--- src/rtl/ysyx_24100005_mem_arbiter.sv ---
// ysyx_24100005_mem_arbiter
// Shares the single data-memory bridge port between the IFU and the LSU.
// One transaction in flight at a time: IDLE grants a requester, ISSUE holds a
// valid/ready request toward the bridge, WAIT collects the response (or times
// out), RESP returns a one-cycle pulse to the requester that owns the slot.
module ysyx_24100005_mem_arbiter #(
    parameter int TIMEOUT_W = 8
) (
    input  logic        clk,
    input  logic        rst,
    input  logic        ifu_req_valid,
    output logic        ifu_req_ready,
    input  logic [31:0] ifu_addr,
    output logic        ifu_resp_valid,
    output logic [31:0] ifu_rdata,
    output logic        ifu_resp_err,
    input  logic        lsu_req_valid,
    output logic        lsu_req_ready,
    input  logic [31:0] lsu_addr,
    input  logic        lsu_wen,
    input  logic [31:0] lsu_wdata,
    input  logic [7:0]  lsu_wmask,
    output logic        lsu_resp_valid,
    output logic [31:0] lsu_rdata,
    output logic        lsu_resp_err,
    output logic        mem_req_valid,
    input  logic        mem_req_ready,
    output logic [31:0] mem_addr,
    output logic        mem_wen,
    output logic [31:0] mem_wdata,
    output logic [7:0]  mem_wmask,
    input  logic        mem_resp_valid,
    input  logic [31:0] mem_rdata
);

    typedef enum logic [1:0] {
        ST_IDLE  = 2'd0,
        ST_ISSUE = 2'd1,
        ST_WAIT  = 2'd2,
        ST_RESP  = 2'd3
    } state_t;

    localparam logic OWNER_IFU = 1'b0;
    localparam logic OWNER_LSU = 1'b1;
    // The timer starts at 0 in the first ISSUE cycle, so reaching this value
    // marks the last of 2^TIMEOUT_W - 1 cycles spent without a response.
    localparam logic [TIMEOUT_W-1:0] TIMEOUT_LAST = TIMEOUT_W'((2 ** TIMEOUT_W) - 2);

    state_t               state_r;
    state_t               state_s;
    logic                 last_grant_r;
    logic                 owner_r;
    logic [TIMEOUT_W-1:0] timer_r;
    logic [31:0]          addr_r;
    logic                 wen_r;
    logic [31:0]          wdata_r;
    logic [7:0]           wmask_r;
    logic [31:0]          rdata_r;
    logic                 err_r;

    logic                 grant_ifu_s;
    logic                 grant_lsu_s;
    logic                 accept_s;
    logic                 busy_s;
    logic                 timeout_s;
    logic                 resp_hit_s;

    // Grant selection in IDLE: lone requester wins, a tie goes to whoever was not granted last.
    always_comb begin
        grant_ifu_s = 1'b0;
        grant_lsu_s = 1'b0;
        if ((state_r == ST_IDLE) && !rst) begin
            if (lsu_req_valid && (!ifu_req_valid || (last_grant_r == OWNER_IFU))) begin
                grant_lsu_s = 1'b1;
            end else if (ifu_req_valid) begin
                grant_ifu_s = 1'b1;
            end else begin
                grant_ifu_s = 1'b0;
                grant_lsu_s = 1'b0;
            end
        end else begin
            grant_ifu_s = 1'b0;
            grant_lsu_s = 1'b0;
        end
    end

    // Ready is only ever raised toward a valid requester, so a grant is a handshake.
    assign accept_s   = grant_ifu_s | grant_lsu_s;
    assign busy_s     = (state_r == ST_ISSUE) || (state_r == ST_WAIT);
    assign timeout_s  = busy_s && (timer_r == TIMEOUT_LAST);
    assign resp_hit_s = (state_r == ST_WAIT) && mem_resp_valid;

    // Next-state logic; a real response in WAIT beats a simultaneous timeout.
    always_comb begin
        state_s = state_r;
        case (state_r)
            ST_IDLE: begin
                if (accept_s) begin
                    state_s = ST_ISSUE;
                end else begin
                    state_s = ST_IDLE;
                end
            end
            ST_ISSUE: begin
                if (timeout_s) begin
                    state_s = ST_RESP;
                end else if (mem_req_ready) begin
                    state_s = ST_WAIT;
                end else begin
                    state_s = ST_ISSUE;
                end
            end
            ST_WAIT: begin
                if (mem_resp_valid || timeout_s) begin
                    state_s = ST_RESP;
                end else begin
                    state_s = ST_WAIT;
                end
            end
            ST_RESP: begin
                state_s = ST_IDLE;
            end
            default: begin
                state_s = ST_IDLE;
            end
        endcase
    end

    // State register plus ownership / round-robin history updated on each handshake.
    always_ff @(posedge clk) begin
        if (rst) begin
            state_r      <= ST_IDLE;
            last_grant_r <= OWNER_IFU;
            owner_r      <= OWNER_IFU;
        end else begin
            state_r <= state_s;
            if (accept_s) begin
                owner_r      <= grant_lsu_s;
                last_grant_r <= grant_lsu_s;
            end
        end
    end

    // Capture the granted request so the bridge sees stable fields while requester inputs move on.
    always_ff @(posedge clk) begin
        if (rst) begin
            addr_r  <= 32'h0000_0000;
            wen_r   <= 1'b0;
            wdata_r <= 32'h0000_0000;
            wmask_r <= 8'h00;
        end else if (accept_s) begin
            if (grant_lsu_s) begin
                addr_r  <= lsu_addr;
                wen_r   <= lsu_wen;
                wdata_r <= lsu_wdata;
                wmask_r <= lsu_wmask;
            end else begin
                addr_r  <= ifu_addr;
                wen_r   <= 1'b0;
                wdata_r <= 32'h0000_0000;
                wmask_r <= 8'h00;
            end
        end
    end

    // Response timer: zero on entry to ISSUE, counts every ISSUE/WAIT cycle.
    always_ff @(posedge clk) begin
        if (rst) begin
            timer_r <= '0;
        end else if (accept_s) begin
            timer_r <= '0;
        end else if (busy_s) begin
            timer_r <= timer_r + TIMEOUT_W'(1);
        end
    end

    // Response data/error registers presented during RESP.
    always_ff @(posedge clk) begin
        if (rst) begin
            rdata_r <= 32'h0000_0000;
            err_r   <= 1'b0;
        end else if (resp_hit_s) begin
            rdata_r <= mem_rdata;
            err_r   <= 1'b0;
        end else if (timeout_s) begin
            rdata_r <= 32'h0000_0000;
            err_r   <= 1'b1;
        end
    end

    assign ifu_req_ready  = grant_ifu_s;
    assign lsu_req_ready  = grant_lsu_s;

    assign mem_req_valid  = (state_r == ST_ISSUE);
    assign mem_addr       = addr_r;
    assign mem_wen        = wen_r;
    assign mem_wdata      = wdata_r;
    assign mem_wmask      = wmask_r;

    assign ifu_resp_valid = (state_r == ST_RESP) && (owner_r == OWNER_IFU);
    assign lsu_resp_valid = (state_r == ST_RESP) && (owner_r == OWNER_LSU);
    assign ifu_rdata      = rdata_r;
    assign lsu_rdata      = rdata_r;
    assign ifu_resp_err   = ifu_resp_valid & err_r;
    assign lsu_resp_err   = lsu_resp_valid & err_r;

endmodule
--- config.mk ---
export PLATFORM = sky130hd
export DESIGN_NAME = ysyx_24100005_mem_arbiter
export DESIGN_NICKNAME = d
export VERILOG_FILES = /design/src/rtl/ysyx_24100005_mem_arbiter.sv
export SDC_FILE = /design/constraint.sdc
export NUM_CORES = 1
export LEC_CHECK = 0
export CAP_MARGIN = 15
export CORE_AREA = 2 2 110 112
export CTS_CLUSTER_DIAMETER = 200
export DETAILED_ROUTE_END_ITERATION = 10
export DIE_AREA = 0 0 112 114
export PLACE_DENSITY = 0.82
export SETUP_SLACK_MARGIN = 0.3
export SLEW_MARGIN = 20
export SYNTH_ARGS = -nofsm -noshare
export SYNTH_HDL_FRONTEND = slang
export SYNTH_SLANG_ARGS = --single-unit
export TNS_END_PERCENT = 5
--- constraint.sdc ---
create_clock -name clk -period 3.9 [get_ports clk]
set_clock_uncertainty 0.15 [all_clocks]
set_input_delay 0.585 -clock clk [delete_from_list [all_inputs] [get_ports clk]]
set_output_delay 0.585 -clock clk [all_outputs]
set_load 0.02 [all_outputs]
---- Word-level counts from Yosys, hierarchy flattened ----
Cells that the tools add are included.
storage, ports and cells
  bits in registers ....................... 117
  input bits .............................. 143
  output and inout port bits .............. 144
cells by class
  add/sub/neg operators ................... 1
  eq/ne operators ......................... 4
  multiplexer cells ....................... 16
  bitwise operators ....................... 4
  reduce and logical (&&, ||, !) cells .... 15
operators by type and width
  kind                   number
  $mux W32               4
  $add A8 B1 Y8 const B  1
  $eq A8 B8 Y1 const B   1
  $mux W1                8
  $mux W8                1
  $pmux W2 S4            1
  $logic_and A1 B1 Y1    6
  $eq A2 B2 Y1 const B   2
  $mux W2                2
  $reduce_or A2 Y1       2
  $logic_or A1 B1 Y1     3
  $and A1 B1 Y1          2
  $eq A2 B1 Y1 const B   1
  $logic_not A1 Y1       2
  $logic_not A2 Y1       1
  $reduce_bool A2 Y1     1
  $not A1 Y1             1
  $or A1 B1 Y1           1

---- Logic depth before layout (Yosys ltp) ----
  word-level depth ........................ 8
  gate-level depth with buffers ........... 9
  depth with buffers taken out ............ 6

---- Worst setup path before layout ----
No wires, ideal clock.
  path type ............................... input port to output port
  start point ............................. input rst
  end point ............................... output ifu_req_ready
  arrival ................................. 1.440 ns
  required time ........................... 3.165 ns
  path slack .............................. 1.725 ns
  stages .................................. 5
  path buffers ............................ 2
  cells stage by stage .................... buf_2 nor2b_2 nand3_1 clkbuf_1 inv_1
on the way
  longest elaborated chain between the ends .. 3
ends and longest elaborated chain
  what                 RTL line  text
  start: declaration   10        input logic rst,
  $logic_not A1 Y1     72        if ((state_r == ST_IDLE) && !rst) begin
  $logic_and A1 B1 Y1  72
  $mux W1              72
  end: declaration     12        output logic ifu_req_ready,
Every way passes these cells.

---- Final worst setup path ----
  start point ............................. register state_r[0]
  end point ............................... output lsu_req_ready
on the way
  longest elaborated chain between the ends .. 3
ends and longest elaborated chain
  what                      RTL line  text
  start: declaration        49        state_t state_r;
  start signal: assignment  136       state_r <= state_s;
  $logic_not A2 Y1          72
  $logic_and A1 B1 Y1       72
  $mux W1                   72
  end: declaration          18        output logic lsu_req_ready,
Every way passes these cells.

==> run metrics <==
status=finished clean; worst slack, placed=0.912 ns; Final Max Tran Viols=0; Max FO, Critical Path=4; Worst-path clk slew=approximately 0.05 ns; number of global-route vias before repair=between 4k and 5k; antenna violations before repair=0; Post-CTS Resized=0; GPL Wtd Cong=roughly 0.84; reg-to-reg critical path endpoint=state_r[0]; Cell Pwr Density=approximately 430 nW/µm²; FF-to-FF path depth=7; clock sinks=117; RSZ-0062 raised after global routing=no; P_sw=776 µW; # setup viols final=0; Logic pwr share=~16%; register area share after synthesis=between 50% and 60%; min cycle time layout=roughly 2.8 ns; Distinct cells, synth=33; DRC=0; Setup crit start kind=register; DIE HEIGHT=114 µm; worst-skew pair later-pin latency=~0.40 ns; syn_nets=630; Detailed Place HPWL=~10000 µm; first-pass GRT wire length=roughly 22000 µm; Finished Cell Area=7700 µm²; Arr. time, crit path=between 2 and 2.5 ns; Peak supply drop=just under 0.3 mV; post-synth top area cell=dfxtp_1; drt first pass iters=4; Hold Path Class=register to register; switching part of the total=between 20% and 30%; Top Ports=287; die area=roughly 13000 µm²; CP required=~3.2 ns; WL final=between 10000 and 15000 µm; CTS tree=built; hold path endpoint=mem_wdata[19]; Num CTS Buffers=17; die width=112 µm; Synth top area share=roughly 53%; Syn Area/Cell=9.20 µm²; placed cell area=slightly above 7000 µm²; leakage power=approximately 0.0029 µW; GRT Util Overall=between 20% and 30%; synthesized area=4430 µm²; worst r2r src=state_r[0]; initial core utilization=a little under two fifths; Filler Cells Inserted=around 900; Layout area overhead=73.9%; crit end category=output pin; Fmax=352 MHz; drt first-iter violations=249; H-tree level count=4; top cells by area, synth=dfxtp_1 (53%), nor2_1 (12%), a22o_1 (8.1%); core area=between 10000 and 15000 µm²; total congestion overflow=0; Vias/cell=5.02; Routed WL per cell=between 15 and 20 µm; final worst slack=between 1 and 1.5 ns; max_cap viols=0; diodes inserted=0; Hold Crit Start=mem_wdata[19]; Final period util=72.9%; Cells after Synth=roughly 480; Synth Warn #=0; Clk network pwr share=between 40% and 50%; Slew HR=between 50% and 60%; layout net count=between 800 and 900; largest net degree at the start of global routing=between 70 and 80; setup slack, reg-to-reg=roughly 1.5 ns; CTS Hold Bufs=0; Crit Path Class=register to output pin; IO Port Bufs=about 290; setup bufs post-CTS=0; Hold Vio Cnt, Final=0; worst slew pin tran=0.720 ns; sequential power share=39.6%; post-route antenna net violation count=0; Via Count=about 4.4k; row count=40; synthesis-stage register bit count=117; CTS root buffer=clkbuf_16; share of layout cells above drive strength 1=roughly 5.4%; Final TNS setup=0 ns; clk buf depth=2; WHS Path Cells=1; P_int=2520 µW
==> layout make-up <==
cell class | instances | area, µm² | area share [%]
clock inverter | 4 | 45.0 | 0.585
inverter | 5 | 18.8 | 0.244
tap | 147 | 184 | 2.39
clock buffer | 25 | 515 | 6.70
timing repair buffer | 294 | 2920 | 37.9
sequential | 117 | 2340 | 30.4
multi-input combinational | 292 | 1670 | 21.7
==> worst max path at each step <==
stage                               from            end  slack [ns]  cells after the start
after floorplan                      rst  ifu_req_ready        1.73                      5
after global placement    mem_resp_valid     state_r[0]        0.97                      6
after detailed placement  mem_resp_valid     state_r[0]        0.91                      6
after CTS                     state_r[0]  lsu_req_ready        1.00                      6
after global routing          state_r[0]  lsu_req_ready        0.92                      6
final                         state_r[0]  lsu_req_ready        1.06                      6
==> cells by family after synthesis <==
family,count (synthesis),share of synthesized area [%]
buffers and inverters,72,9.33
AO/OA/AOI/OAI,81,14.8
flip-flops,117,52.9
XOR/XNOR,7,1.39
adder cells (fa/ha/maj),6,1.70
AND/OR/NAND/NOR,198,19.9
==> synth_stat cells, drive strengths merged <==
master / instances
a22o: 41
nand2b: 2
nor3: 1
nand3: 2
nor2: 141
nand4: 4
clkbuf: 18
a22oi: 32
o21a: 1
a211oi: 1
o21ai: 2
a21oi: 1
nor2b: 2
ha: 6
and2: 3
nand2: 6
and3: 2
clkinv: 1
a31oi: 1
or3b: 1
xnor2: 3
o21ba: 1
nor4: 32
xor2: 4
nand3b: 2
dfxtp: 117
inv: 4
o211ai: 1
buf: 49
==> worst max-delay path: stages (launching register included) <==
cell             delay [ns]
dfxtp_1                0.39
inv_1                  0.10
ha_1                   0.24
nor2b_2                0.18
nand3_1                0.12
clkinv_1               0.13
clkdlybuf4s50_1        0.56
==> through the flow <==
stage                     hold slack, ns  std cells  total power, µW  util [%]
final                              0.323        884             3300      65.7
after global routing               0.340        884             3430      65.7
after floorplan                    0.315        481             1540         -
after global placement             0.306        855             1850      60.9
after CTS                          0.323        884             3330      65.7
after detailed placement           0.308        855             1860      60.9
==> state kept, by name, indices dropped and copies added (netlist names), named ones only <==
register,cells
mem_wdata,32
mem_wmask,8
timer_r,8
ifu_rdata,32
mem_wen,1
owner_r,1
mem_addr,32
err_r,1
state_r,1
==> cells in the final DEF (no fill, tap or decap), types with 4 or more instances in the layout <==
master and n:
a22o_1 41, a22oi_1 32, buf_4 8, clkbuf_16 17
clkbuf_8 6, clkdlybuf4s50_1 285, dfxtp_1 117, ha_1 6
inv_1 4, nand2_1 6, nor2_1 140, nor4_1 32
xor2_1 4
==> per-layer routing <==
layer  wire length, µm  vias to the layer above  global-route usage, %
li1                  -                     2128                      -
met1              5480                     2068                   23.5
met2              7080                      213                   38.3
met3              1200                       26                   7.49
met4               337                        0                   9.35
met5                 0                        -                      0
==> power by group through the flow <==
stage               logic, µW  registers (µW)  clock network, µW
global placement          522            1320                  0
global route              565            1310               1550
finish                    532            1310               1460
floorplan                 140            1400                  0
detailed placement        531            1330                  0
CTS                       534            1300               1490
Note: power is estimated with default switching activity, not from simulation.
